## src/rtl/gfx_rom_arbiter.sv

```systemverilog
// Round-robin arbiter sharing one graphics-ROM read port between N layer
// fetchers (0 = bg, 1 = fg, 2 = sprite). Arbitration is aligned to video
// timing: the round-robin pointer restarts at each hblank rise, requests still
// pending at that point are flagged as overrun, and vblank rise clears the flags.
//
// Handshakes:
//   req[i]/done[i]  : req[i] is a level held (with its addr slice stable) until
//                     the one-cycle done[i] pulse; rd_data is valid from the
//                     done cycle until the next completion.
//   rom_req/rom_ack : rom_req is a level held (with rom_addr stable) until a
//                     one-cycle rom_ack; rom_data is sampled in the ack cycle.
//                     rom_ack outside an outstanding access is ignored.
module gfx_rom_arbiter #(
    parameter int N  = 3,
    parameter int AW = 20,
    parameter int DW = 32,
    localparam int PW = (N > 1) ? $clog2(N) : 1
) (
    input  logic            clk,
    input  logic            reset,
    input  logic            hbl,
    input  logic            vbl,
    input  logic [N-1:0]    req,
    input  logic [N*AW-1:0] addr,
    output logic [N-1:0]    done,
    output logic [DW-1:0]   rd_data,
    output logic            rom_req,
    output logic [AW-1:0]   rom_addr,
    input  logic            rom_ack,
    input  logic [DW-1:0]   rom_data,
    output logic [N-1:0]    overrun,
    output logic [1:0]      dbg_state,
    output logic [PW-1:0]   dbg_ptr
);

    typedef enum logic [1:0] {
        S_IDLE = 2'd0,
        S_WAIT = 2'd1,
        S_DONE = 2'd2
    } state_t;

    state_t        state, state_n;
    logic [PW-1:0] ptr, ptr_n;
    logic [PW-1:0] idx, idx_n;
    logic          rom_req_n;
    logic [AW-1:0] rom_addr_n;
    logic [N-1:0]  done_n;
    logic [DW-1:0] rd_data_n;
    logic [N-1:0]  overrun_n;
    logic          hbl_d, vbl_d;
    logic          hbl_rise, vbl_rise;
    logic          found;
    logic [PW-1:0] sel;
    logic [AW-1:0] sel_addr;
    logic          busy;

    assign hbl_rise  = hbl & ~hbl_d;
    assign vbl_rise  = vbl & ~vbl_d;
    assign busy      = (state == S_WAIT) || (state == S_DONE);
    assign dbg_state = state;
    assign dbg_ptr   = ptr;

    // Round-robin pick: first requester at or after ptr, wrapping explicitly mod N.
    always_comb begin : pick_blk
        int c;
        c     = 0;
        found = 1'b0;
        sel   = '0;
        for (int k = 0; k < N; k++) begin
            c = int'(ptr) + k;
            if (c >= N) c = c - N;
            if (!found && req[c]) begin
                found = 1'b1;
                sel   = PW'(c);
            end
        end
    end

    // Address slice of the selected requester.
    always_comb begin
        sel_addr = addr[int'(sel)*AW +: AW];
    end

    // Next-state and registered-output logic; video-timing effects applied last
    // so they override the ordinary pointer update.
    always_comb begin
        state_n    = state;
        ptr_n      = ptr;
        idx_n      = idx;
        rom_req_n  = rom_req;
        rom_addr_n = rom_addr;
        done_n     = '0;
        rd_data_n  = rd_data;
        overrun_n  = overrun;

        case (state)
            S_IDLE: begin
                if (found) begin
                    idx_n      = sel;
                    rom_addr_n = sel_addr;
                    rom_req_n  = 1'b1;
                    state_n    = S_WAIT;
                end
            end
            S_WAIT: begin
                if (rom_ack) begin
                    rom_req_n   = 1'b0;
                    rd_data_n   = rom_data;
                    done_n[idx] = 1'b1;
                    ptr_n       = (idx == PW'(N - 1)) ? '0 : idx + 1'b1;
                    state_n     = S_DONE;
                end
            end
            S_DONE: begin
                state_n = S_IDLE;
            end
            default: begin
                state_n   = S_IDLE;
                rom_req_n = 1'b0;
            end
        endcase

        if (hbl_rise) begin
            ptr_n = '0;
            for (int i = 0; i < N; i++) begin
                if (req[i] && !(busy && (idx == PW'(i)))) overrun_n[i] = 1'b1;
            end
        end

        // Frame start clears the flags, winning over a simultaneous hblank set.
        if (vbl_rise) overrun_n = '0;
    end

    // State register and registered outputs with synchronous reset.
    always_ff @(posedge clk) begin
        if (reset) begin
            state    <= S_IDLE;
            ptr      <= '0;
            idx      <= '0;
            rom_req  <= 1'b0;
            rom_addr <= '0;
            done     <= '0;
            rd_data  <= '0;
            overrun  <= '0;
            hbl_d    <= 1'b0;
            vbl_d    <= 1'b0;
        end else begin
            state    <= state_n;
            ptr      <= ptr_n;
            idx      <= idx_n;
            rom_req  <= rom_req_n;
            rom_addr <= rom_addr_n;
            done     <= done_n;
            rd_data  <= rd_data_n;
            overrun  <= overrun_n;
            hbl_d    <= hbl;
            vbl_d    <= vbl;
        end
    end

endmodule

```

## config.mk

```make
export PLATFORM = sky130hd
export DESIGN_NAME = gfx_rom_arbiter
export DESIGN_NICKNAME = d
export VERILOG_FILES = /design/src/rtl/gfx_rom_arbiter.sv
export SDC_FILE = /design/constraint.sdc
export NUM_CORES = 1
export LEC_CHECK = 0
export CELL_PAD_IN_SITES_DETAIL_PLACEMENT = 0
export CELL_PAD_IN_SITES_GLOBAL_PLACEMENT = 1
export CORE_MARGIN = 3
export CORE_UTILIZATION = 29
export CTS_BUF_LIST = sky130_fd_sc_hd__clkbuf_4
export CTS_CLUSTER_SIZE = 20
export DETAILED_ROUTE_END_ITERATION = 8
export PLACE_DENSITY_LB_ADDON = 0.1
export SYNTH_ARGS = -nofsm -noshare
export SYNTH_HDL_FRONTEND = slang
export SYNTH_SLANG_ARGS = --single-unit
```

## constraint.sdc

```tcl
create_clock -name clk -period 2.7 [get_ports clk]
set_input_delay 0.405 -clock clk [delete_from_list [all_inputs] [get_ports clk]]
set_output_delay 0.405 -clock clk [all_outputs]
set_load 0.005 [all_outputs]
```

# --- Word-level counts from Yosys, hierarchy flattened ---
# Cells that the tools add are included.
totals:
  in_bits: 100
  reg_bits: 67
  output_inout_bits: 63
  wordCells: 95
classes:
  bitwise: 7
  n_lt_le_gt_ge: 8
  shifts: 1
  n_addsub: 6
  n_reduce_logical: 27
  multipliers: 1
  n_mux: 27
  eq_ne: 6
ops:
  columns: ["operator", "count"]
  rows:
  - ["$lt 32x4->1 const B", 3]
  - ["$mux 32", 3]
  - ["$shiftx 60x8->20", 1]
  - ["$mux 1", 12]
  - ["$mux 2", 6]
  - ["$reduce_and 2->1", 6]
  - ["$logic_and 1x1->1", 9]
  - ["$sub 3x2->4 const B", 2]
  - ["$bmux 1 s2", 3]
  - ["$ge 3x2->1 const B", 2]
  - ["$logic_not 1->1", 5]
  - ["$mul 2x3->5 const B", 1]
  - ["$not 1->1", 5]
  - ["$eq 2x1->1 const B", 2]
  - ["$eq 2x2->1 const B", 2]
  - ["$logic_not 2->1", 2]
  - ["$ne 2x2->1 const B", 2]
  - ["$pmux 2 s2", 1]
  - ["$reduce_or 2->1", 2]
  - ["$add 2x1->3 const B", 1]
  - ["$add 2x2->3 const B", 1]
  - ["$lt 2x3->1 const B", 1]
  - ["$pmux 1 s3", 1]
  - ["$reduce_and 3->1", 1]
  - ["other kinds (8)", 9]

# --- Longest topological paths before layout ---
depth:
  depth_word: 14
  mapped_depth: 10
  depth_no_buf: 8

# --- Least setup slack after synthesis ---
# No wires, ideal clock.
synth_timing:
  path_type: "register to register"
  start: "reg ptr[0] (netlist: dbg_ptr[0])"
  end: "reg rom_addr[10]"
  setup_time_ns: 0.117
  path_buffers: 2
  t_arrival_ns: 2.141
  synth_period_minus_slack_ns: 2.258
  setup_slack_ns: 0.442
  required_ns: 2.583
  stages_incl_launch_ff: 10
  cell_sequence: "dfxtp_1 -> inv_1 -> ha_1 -> buf_2 -> nor3b_1 -> o211a_1 -> a211o_4 -> buf_6 -> a311o_1 -> a32o_1"
synth_via:
  elab_chain_cells: 14
  word_cells_on_any_way: 33
  cone_classes: "add/sub (5); mul (1); order compare (3); shift (1); mux (18); reduce/logical (5)"
synth_rtl:
  columns: ["element", "line_no", "rtl"]
  rows:
  - ["from (decl)", "43", "logic [PW-1:0] ptr, ptr_n;"]
  - ["from (signal assigned)", "149", "ptr <= ptr_n;"]
  - ["branches (longest 14 deep; another with $mul 2x3->5)", null, null]
  - ["to (signal assigned)", "152", "rom_addr <= rom_addr_n;"]
  - ["to (decl)", "28", "output logic [AW-1:0] rom_addr,"]
# Several ways; the timed one is not identified. The select of a mux whose other input is x is not followed.
# A chain may end at the register's enable or synchronous reset.

# --- Worst setup path after layout ---
layout_timing:
  start: "reg ptr[1] (netlist: dbg_ptr[1])"
  end: "reg rom_addr[10]"
# The elaborated chain is that of the path after synthesis.

==> impl_metrics.json <==
{
  "syn_avg_cell_area_um2": 8.834,
  "drc_errors": 0,
  "pin_count": 163,
  "crit_path_start_kind": "flop",
  "min-delay-start": "rd_data[6]",
  "highest_layer": "met4",
  "routed-wl-met2_um": 4893,
  "post-route-period-util_pct": 93.21,
  "synth-async-reset-ratio_pct": 0,
  "hold_ws_ns": 0.4593,
  "via_per_inst": 4.851,
  "startpoint": "dbg_ptr[1]",
  "fill_cells": 1043,
  "antenna_found_initial": 0,
  "final_util_pct": 49.04,
  "die_h_um": 111.4,
  "htreeDepth": 3,
  "antenna_cells": 0,
  "cp_max_fo": 23,
  "ys_types": 43,
  "drive_gt1_share_pct": 7.839,
  "tightest_slew_ns": 0.5186,
  "synth_area_leaders": "dfxtp_1, nand2_1, a311o_1",
  "hpwlAfterDp_um": 7213,
  "hold_path_class": "flop to flop",
  "drt_iter0_drc": 204,
  "grt_pass1_vias": 3168,
  "relSlewSlack_pct": 65.34,
  "cts_tree": "yes",
  "maxSlewViolCount": 0,
  "grt_first_pass_wirelength_um": 16090,
  "tns_ns": 0,
  "outcome": "complete, no violations",
  "vias": 3197,
  "cts_made_buffers": 9,
  "max_freq_mhz": 397.4,
  "worstReg2RegStart": "dbg_ptr[1]",
  "antenna_left": 0,
  "holdBufCountCts": 0,
  "first_pass_iters": 4,
  "clock_latency_ns": 0.42,
  "synth_flop_cell": "dfxtp_1",
  "dr_wl_met3_um": 876,
  "nets": 626,
  "cts-root-buf": "clkbuf_4",
  "fp.dieW_um": 111.4,
  "cp.arrival_ns": 2.81,
  "syn_inst": 365,
  "skew_ns": 0.02607,
  "synth_top_area_share_pct": 41.60,
  "powerDensity_mw_per_mm2": 567.5,
  "ys_ff_latch": 67,
  "critical_path_required_ns": 3.00,
  "hold_violations": 0,
  "clkTransAtPathRegs_ns": 0.11,
  "total_power_w": 0.002937,
  "wl_met1_um": 4311,
  "synthToLayoutAreaGrowth_pct": 60.54,
  "routed_wl_um": 10300,
  "rows": 37,
  "criticalPathCategory": "flop to flop",
  "grt_max_degree": 47,
  "cap_violations": 0,
  "ir_drop_mv": 0.2292,
  "syn-num-nets": 473,
  "clock_sinks": 67,
  "place.gp.congestion": 0.7894,
  "start_util_pct": 30.55,
  "min_period_ns": 2.517,
  "yosysTopAreaCell": "dfxtp_1",
  "synth-seq-area-share_pct": 41.60,
  "synth_edf_count": 0,
  "wl_per_cell_um": 15.62,
  "end_kind": "flop",
  "globalRouteTotalUtil_pct": 15.74,
  "grt-ovfl-total": 0,
  "p_leak_nw": 1.819,
  "dieArea_mm2": 0.01242,
  "syn-cell-area_mm2": 0.003224,
  "core_area_mm2": 0.01056,
  "rsz0062_at_grt": "false",
  "postCtsSetupBuffers": 0,
  "io_buffers": 162,
  "cts_buffer_depth": 2,
  "yosys_warnings": 0,
  "cts-resized-gates": 0,
  "finalSetupViolations": 0
}
-- where the power goes --
part	total [W]	leakage, nW	internal (W)	switching (W)
clock network	0.000760	0.0885	0.000394	0.000366
logic	0.000989	1.18	0.000575	0.000414
registers	0.00119	0.548	0.00111	0.0000742
-- worst max-delay path, cell delays in order, from the launching register on --
cell	delay [ns]
dfxtp_1	0.38
inv_1	0.10
ha_2	0.29
mux2i_2	0.34
mux2i_4	0.17
buf_4	0.17
o32ai_4	0.40
buf_12	0.22
nand2b_1	0.07
a32o_1	0.25
-- area by class of cell --
class	count	area [um^2]	share of cell area, %
tap	136	170.2	3.287
clock buffer	11	82.58	1.595
multi-input combinational	258	1722	33.26
inverter	9	33.78	0.6526
clock inverter	5	77.57	1.499
timing repair buffer	173	1749	33.79
sequential	67	1341	25.91
-- synthesized netlist by cell type (all sizes together) (2+ instances only) --
master / count
a211oi: 2
a21boi: 20
a21oi: 37
a311o: 20
a31oi: 3
a32o: 20
and2: 2
buf: 20
clkbuf: 12
dfxtp: 67
ha: 8
inv: 9
mux2i: 7
nand2: 69
nand2b: 22
nand3b: 4
nor2: 16
nor2b: 5
nor3: 5
o21ai: 4
-- path summary, 6_finish.rpt --
| check | to | slack (ns) | cells after the start |
|---|---|---|---|
| min reg2reg | rd_data[6] | 0.46 | 2 |
| max reg2reg | rom_addr[10] | 0.18 | 9 |
| min | rd_data[6] | 0.46 | 2 |
| max | rom_addr[10] | 0.18 | 9 |
-- cells by family after synthesis --
logic type	after synthesis	share of synthesized area [%]
muxes	7	2.677
AOI/OAI and AO/OA	113	26.78
adders and majority gates	8	3.105
DFF	67	41.60
and+or+nand+nor	129	19.40
buffers and inverters	41	6.441
-- sequential cells by signal, indices dropped and copies added (netlist names) --
register	count
vbl_d	1
idx	2
hbl_d	1
rom_req	1
overrun	3
done	3
dbg_ptr	2
dbg_state	2
rom_addr	20
rd_data	32
-- per-stage QoR --
| stage | worst slack (ns) | cells | area [um^2] |
|---|---|---|---|
| after CTS | 0.07760 | 658 | 5141 |
| after detailed placement | -0.04550 | 642 | 4981 |
| after global placement | 0.03452 | 642 | 4981 |
| after global routing | 0.02378 | 659 | 5176 |
| after floorplan | 0.4418 | 365 | 3224 |
| final | 0.1834 | 659 | 5176 |
-- layer usage --
| layer | global-route usage [%] | vias to the layer above |
|---|---|---|
| met5 | 0 | - |
| met4 | 6.569 | 0 |
| met3 | 5.978 | 15 |
| met2 | 25.37 | 109 |
| met1 | 18.85 | 1467 |
| li1 | - | 1606 |
-- layout by cell type (no fill, tap or decap), drive strengths merged, types with 2 or more instances in the layout --
cell / Yosys / layout
clkinv: 0 / 3
nand3b: 4 / 4
nor3: 5 / 5
buf: 20 / 12
a211o: 1 / 2
a311o: 20 / 20
bufinv: 0 / 2
clkdlybuf4s50: 0 / 161
nand2b: 22 / 22
a21boi: 20 / 20
a31oi: 3 / 3
a32o: 20 / 20
inv: 9 / 9
a211oi: 2 / 2
and2: 2 / 2
nor2b: 5 / 5
ha: 8 / 8
dfxtp: 67 / 67
clkbuf: 12 / 11
mux2i: 7 / 7
o21ai: 4 / 4
nand2: 69 / 69
nor2: 16 / 16
a21oi: 37 / 37
(Power assumes the default switching activity.)
